<file path="src/rtl/cpu_ctrl_pkg.sv">
// Shared control-path definitions for the CPU sequencer and the bus
// output-signal decoder.
// Contents:
//   state_t        - 5-bit execution state codes driven to the decoder
//   OPC_*          - opcode values carried in the instruction opcode field
//   *_MSB / *_LSB  - bit positions of the OPC, RX and RY instruction fields
//   is_final_state - true for states in which an instruction completes
//   opcode_of      - extracts the opcode field from an instruction word
package cpu_ctrl_pkg;

  localparam int INSTR_W = 23;
  localparam int STATE_W = 5;
  localparam int OPC_W   = 3;

  // Instruction field positions. RX and RY are only meaningful to the
  // decoder; the sequencer passes them through untouched.
  localparam int OPC_MSB = 22;
  localparam int OPC_LSB = 20;
  localparam int RX_MSB  = 19;
  localparam int RX_LSB  = 16;
  localparam int RY_MSB  = 15;
  localparam int RY_LSB  = 12;

  // Legal opcodes; any opcode with the top bit set is illegal.
  localparam logic [OPC_W-1:0] OPC_LOAD = 3'b000;
  localparam logic [OPC_W-1:0] OPC_MOV  = 3'b001;
  localparam logic [OPC_W-1:0] OPC_ADD  = 3'b010;
  localparam logic [OPC_W-1:0] OPC_SUB  = 3'b011;

  // Execution state codes. These encodings are consumed directly by the
  // decoder, so they must never change independently of it.
  typedef enum logic [STATE_W-1:0] {
    ST_IDLE   = 5'b00000,
    ST_LOAD   = 5'b00001,
    ST_MOV    = 5'b00010,
    ST_ARITH1 = 5'b00011,
    ST_ARITH2 = 5'b00100,
    ST_ARITH3 = 5'b00101
  } state_t;

  // An instruction retires in its final state; a new one may be taken there.
  function automatic logic is_final_state(input state_t s);
    return (s == ST_LOAD) || (s == ST_MOV) || (s == ST_ARITH3);
  endfunction

  function automatic logic [OPC_W-1:0] opcode_of(input logic [INSTR_W-1:0] word);
    return word[OPC_MSB:OPC_LSB];
  endfunction

endpackage

</file>
<file path="src/rtl/instr_sequencer_opcode_classify.sv">
// Combinational opcode classifier.
// Ports:
//   opcode      in  3  opcode field of an instruction
//   first_state out 5  first execution state for a legal opcode (IDLE if illegal)
//   is_arith    out 1  opcode is ADD or SUB
//   is_sub      out 1  opcode is SUB
//   is_illegal  out 1  opcode is not a recognised instruction
module opcode_classify
  import cpu_ctrl_pkg::*;
(
  input  logic [OPC_W-1:0] opcode,
  output state_t           first_state,
  output logic             is_arith,
  output logic             is_sub,
  output logic             is_illegal
);

  // Decode the opcode into its entry state and class flags. Anything not
  // listed (the whole 1xx range) is flagged illegal and maps to IDLE.
  always_comb begin
    first_state = ST_IDLE;
    is_arith    = 1'b0;
    is_sub      = 1'b0;
    is_illegal  = 1'b0;
    case (opcode)
      OPC_LOAD: first_state = ST_LOAD;
      OPC_MOV:  first_state = ST_MOV;
      OPC_ADD: begin
        first_state = ST_ARITH1;
        is_arith    = 1'b1;
      end
      OPC_SUB: begin
        first_state = ST_ARITH1;
        is_arith    = 1'b1;
        is_sub      = 1'b1;
      end
      default: is_illegal = 1'b1;
    endcase
  end

endmodule

</file>
<file path="src/rtl/instr_sequencer.sv">
// Control sequencer feeding the bus output-signal decoder.
// Takes instructions from fetch over a valid/ready handshake, latches them,
// and walks the execution state code the decoder consumes.
// Ports:
//   clk         in  1      rising-edge clock
//   rst_n       in  1      synchronous active-low reset
//   instr_in    in  23     instruction offered by fetch
//   instr_valid in  1      instr_in is valid
//   instr_ready out 1      an instruction can be accepted this cycle
//   hold        in  1      bus stall, freezes execution
//   state       out 5      execution state code to the decoder
//   instr       out 23     latched instruction register to the decoder
//   alu_sub     out 1      1 = subtract, 0 = add (meaningful in ARITH states)
//   done        out 1      final execution cycle of an instruction
//   illegal     out 1      pulse in the cycle after an illegal opcode is taken
//   retired     out CNT_W  wrapping count of completed instructions
module instr_sequencer
  import cpu_ctrl_pkg::*;
#(
  parameter int CNT_W = 16
) (
  input  logic               clk,
  input  logic               rst_n,
  input  logic [INSTR_W-1:0] instr_in,
  input  logic               instr_valid,
  output logic               instr_ready,
  input  logic               hold,
  output logic [STATE_W-1:0] state,
  output logic [INSTR_W-1:0] instr,
  output logic               alu_sub,
  output logic               done,
  output logic               illegal,
  output logic [CNT_W-1:0]   retired
);

  state_t             state_q;
  state_t             state_d;
  logic [INSTR_W-1:0] instr_q;
  logic               alu_sub_q;
  logic               illegal_q;
  logic [CNT_W-1:0]   retired_q;

  logic               accept;
  state_t             first_state;
  logic               is_arith;
  logic               is_sub;
  logic               is_illegal;

  // Classification is done on the incoming word so the entry state is known
  // in the same cycle the instruction is accepted.
  opcode_classify u_classify (
    .opcode      (opcode_of(instr_in)),
    .first_state (first_state),
    .is_arith    (is_arith),
    .is_sub      (is_sub),
    .is_illegal  (is_illegal)
  );

  // Next-state and handshake outputs. Ready and done depend only on the
  // state register and hold, never on instr_valid, so fetch sees no
  // combinational loop. A final state that sees a new accept moves straight
  // to the next instruction's entry state, giving back-to-back issue.
  always_comb begin
    state_d     = state_q;
    instr_ready = 1'b0;
    done        = 1'b0;

    if (!hold) begin
      instr_ready = (state_q == ST_IDLE) || is_final_state(state_q);
      done        = is_final_state(state_q);
      case (state_q)
        ST_ARITH1: state_d = ST_ARITH2;
        ST_ARITH2: state_d = ST_ARITH3;
        default:   state_d = (accept && !is_illegal) ? first_state : ST_IDLE;
      endcase
    end
  end

  assign accept = instr_valid & instr_ready;

  // State, instruction register, ALU direction, illegal pulse and retire
  // counter. The subtract flag is captured alongside the instruction so it
  // stays constant for the whole execution; an illegal opcode captures 0.
  // Hold needs no explicit term here: it blocks accept and done, and the
  // next-state logic already keeps the state unchanged.
  always_ff @(posedge clk) begin
    if (!rst_n) begin
      state_q   <= ST_IDLE;
      instr_q   <= '0;
      alu_sub_q <= 1'b0;
      illegal_q <= 1'b0;
      retired_q <= '0;
    end else begin
      state_q   <= state_d;
      illegal_q <= accept & is_illegal;
      if (accept) begin
        instr_q   <= instr_in;
        alu_sub_q <= is_arith & is_sub;
      end
      if (done) begin
        retired_q <= retired_q + CNT_W'(1);
      end
    end
  end

  assign state   = state_q;
  assign instr   = instr_q;
  assign alu_sub = alu_sub_q;
  assign illegal = illegal_q;
  assign retired = retired_q;

endmodule

</file>
<file path="config.mk">
export PLATFORM = sky130hd
export DESIGN_NAME = instr_sequencer
export DESIGN_NICKNAME = d
export VERILOG_FILES = /design/src/rtl/cpu_ctrl_pkg.sv /design/src/rtl/instr_sequencer_opcode_classify.sv /design/src/rtl/instr_sequencer.sv
export SDC_FILE = /design/constraint.sdc
export NUM_CORES = 1
export LEC_CHECK = 0
export CORE_MARGIN = 2
export CORE_UTILIZATION = 46
export DETAILED_ROUTE_END_ITERATION = 8
export GPL_ROUTABILITY_DRIVEN = 0
export PLACE_DENSITY = 0.89
export SYNTH_ARGS = -nofsm -noshare
export SYNTH_HDL_FRONTEND = slang
export SYNTH_HIERARCHICAL = 1
export SYNTH_SLANG_ARGS = --single-unit
</file>
<file path="constraint.sdc">
create_clock -name clk -period 4.8 [get_ports clk]
set_input_delay 0.96 -clock clk [delete_from_list [all_inputs] [get_ports clk]]
set_output_delay 0.96 -clock clk [all_outputs]
set_load 0.005 [all_outputs]
</file>
==> results.ini <==
[pwr]
p_int_uw=601.9
swShare=0.2228
pwr-share-clk=0.361
p_comb_frac=0.120
pwr-share-seq=0.519
power.leakage_nw=0.9647
power_density_nw_per_um2=279.3
power_uw=774.4
vdd_ir_drop_max_mv=0.2005
switching_power_uw=172.6

[synth]
syn_area_um2=1914
synth_xor_area_frac=0.01373
synthMuxAreaShare=0.005229
ys_seq_area_frac=0.4810
synth_compound_area_frac=0.1725
synth.avg_cell_area_um2=8.112
synthArstFlopShare=0
synth-simple-area-share=0.2745
yosys_warnings=6
synth-seq-cells=46
synth_edf_count=0
synth_top_family_by_area=simple AND/OR/NAND/NOR gates
ys.flop_type=dfxtp_1
syn_inst=236
yosysUniqueCellTypes=34
yosys.area_share.adder=0.006536

[routing]
vias=1877
wl_per_cell_um=12.74
via_per_inst=5.272
ant_nets=0
dr.first_iter.drc_count=107
drcViolationCount=0
wl_um=4537
first_pass_iters=4

[sta]
fin_tns_setup_ns=0
fmaxAchievable_mhz=273.1
setup_viol=0
clock_skew_ns=0.007714
finalCritPeriodShare=0.7628
slew_headroom=0.2077
tightest_slew_ns=1.187
timing_hold_violations_final=0
finalMaxSlewViolations=0
fin_crit_ns=3.661
rsz0062_at_grt=false

[critical_path]
cp-start-kind=input port
required_ns=3.84
cp_common_cell=clkdlybuf4s50_1
r2r_start=state[1]
cpPeakStageDelay_ns=0.55
crit_type=input port to output port
cp.arrival_ns=2.70
crit_start=hold
cp_slowest_cell=clkdlybuf4s50_1
crit_chain=clkdlybuf4s50_1, nor3_4, o21ai_1, inv_1, clkdlybuf4s50_1
cp_top_family=buffers and inverters
crit_path_end_kind=output port
path_buf_inv=3
path_max_fanout=7

[run_status]
run_status=completed

[clock_network]
cts_hold_buf=0
clkSinkCount=46
cts_root_buf=clkbuf_8
ctsResizeCount=0
htree_levels=2
cts_tree=done
clk_pin_slew_ns=0.09
cts_setup_buffers=0
cts_buffer_depth=2
cts_buffers=5
worst_skew_pair.late_latency_ns=0.29

[floorplan]
start_util=0.4786
core_area_um2=4000
fp.dieH_um=68.51
num_io_pins=75
chipWidth_um=68.51
design.die.area_um2=4694
rows=23

[global_route]
grt_max_degree=40
grt.total_usage=0.1993
antenna_found_initial=0
overflow=0
grt_pass1_vias=1665
grt_pass1_wl_um=7044

[hold_path]
hp-class=flop to flop
hp-start=instr[18]

[cells_and_area]
n_antenna_cell=0
post_route_cells_drive_above_1_share=0.03922
layout_common_cells=clkdlybuf4s50_1, nand2_1, dfxtp_1
fin_area_um2=2773
final_common_cell=clkdlybuf4s50_1
final_nets=333
final.fill_count=343
final_util=0.6932
area_growth_pct=44.84

[place]
dp_hpwl_um=3191
port_buffers=74
post_dp_cell_area_um2=2663

[run]
cap_violations=0

==> cell type report <==
cell class                 count  area, um^2  share of cell area
timing repair buffer          75       748.2              0.2699
clock inverter                 2       37.54             0.01354
multi-input combinational    173       915.9              0.3303
inverter                       4       15.01            0.005415
tap                           50       62.56             0.02256
sequential                    46       920.9              0.3321
clock buffer                   6       72.57             0.02617
==> metal layers <==
metal  up-vias  track usage  share of wire
met4         0      0.07250         0.0031
li1        951            -              -
met1       867       0.2138           0.44
met2        57       0.3522           0.49
met5         -            0              0
met3         2      0.07792          0.066
==> final timing paths <==
path	slack, ns	cells after the start	endpoint
hold / removal	0.46	2	instr[18]
setup reg to reg	2.80	4	retired[15]
hold reg to reg	0.46	2	instr[18]
setup / recovery	1.14	5	done
==> metrics by stage <==
step	worst slack, ns	hold slack, ns	std cells
after global routing	0.9962	0.4709	356
after CTS	1.140	0.4576	356
after global placement	1.200	0.4407	348
after floorplan	2.357	0.4483	238
final	1.139	0.4571	356
after detailed placement	1.140	0.4459	348
==> worst min-delay path, delay by kind of cell, from the launching register on <==
kind,cells,cell delay [ns]
and+or+nand+nor,1,0.05
AOI/OAI and AO/OA,1,0.05
DFF,1,0.31
==> synthesized netlist by cell type, drive strengths merged (2+ instances only) <==
cell type   n  area (um^2)
nand3       8        40.04
dfxtp      46        920.9
and4        2        17.52
and3        4        25.02
o21ai      13        65.06
a21oi      38        190.2
nand2b      2        12.51
xor2        3        26.28
clkbuf     10        37.54
nand2      56        210.2
or3         7        43.79
o211ai      2        15.01
nor2b       2        20.02
nor3        3        26.28
nand4       4        25.02
o21a        2        15.01
buf         5        32.53
o31ai       4        30.03
nor2        7        26.28
or4         4        30.03
nor4        2        12.51
inv         4        15.01
==> cells by family after synthesis <==
logic type,Yosys count
flops,46
compound gates,60
mux,1
other cells,1
simple gates,105
buf+inv,19
xor+xnor,3
fa+ha+maj,1
==> registers in the layout, summed over array words and instances, names as in the netlist <==
name	flops
alu_sub	1
illegal	1
instr	23
retired	16
state	5
==> power groups by stage <==
stage | registers (mW) | logic (mW) | clock network [mW]
after global placement | 0.410 | 0.0920 | 0
final | 0.402 | 0.0931 | 0.280
after floorplan | 0.411 | 0.0378 | 0
after detailed placement | 0.411 | 0.0935 | 0
after global routing | 0.403 | 0.103 | 0.305
after CTS | 0.402 | 0.0941 | 0.288
(Power assumes the default switching activity.)
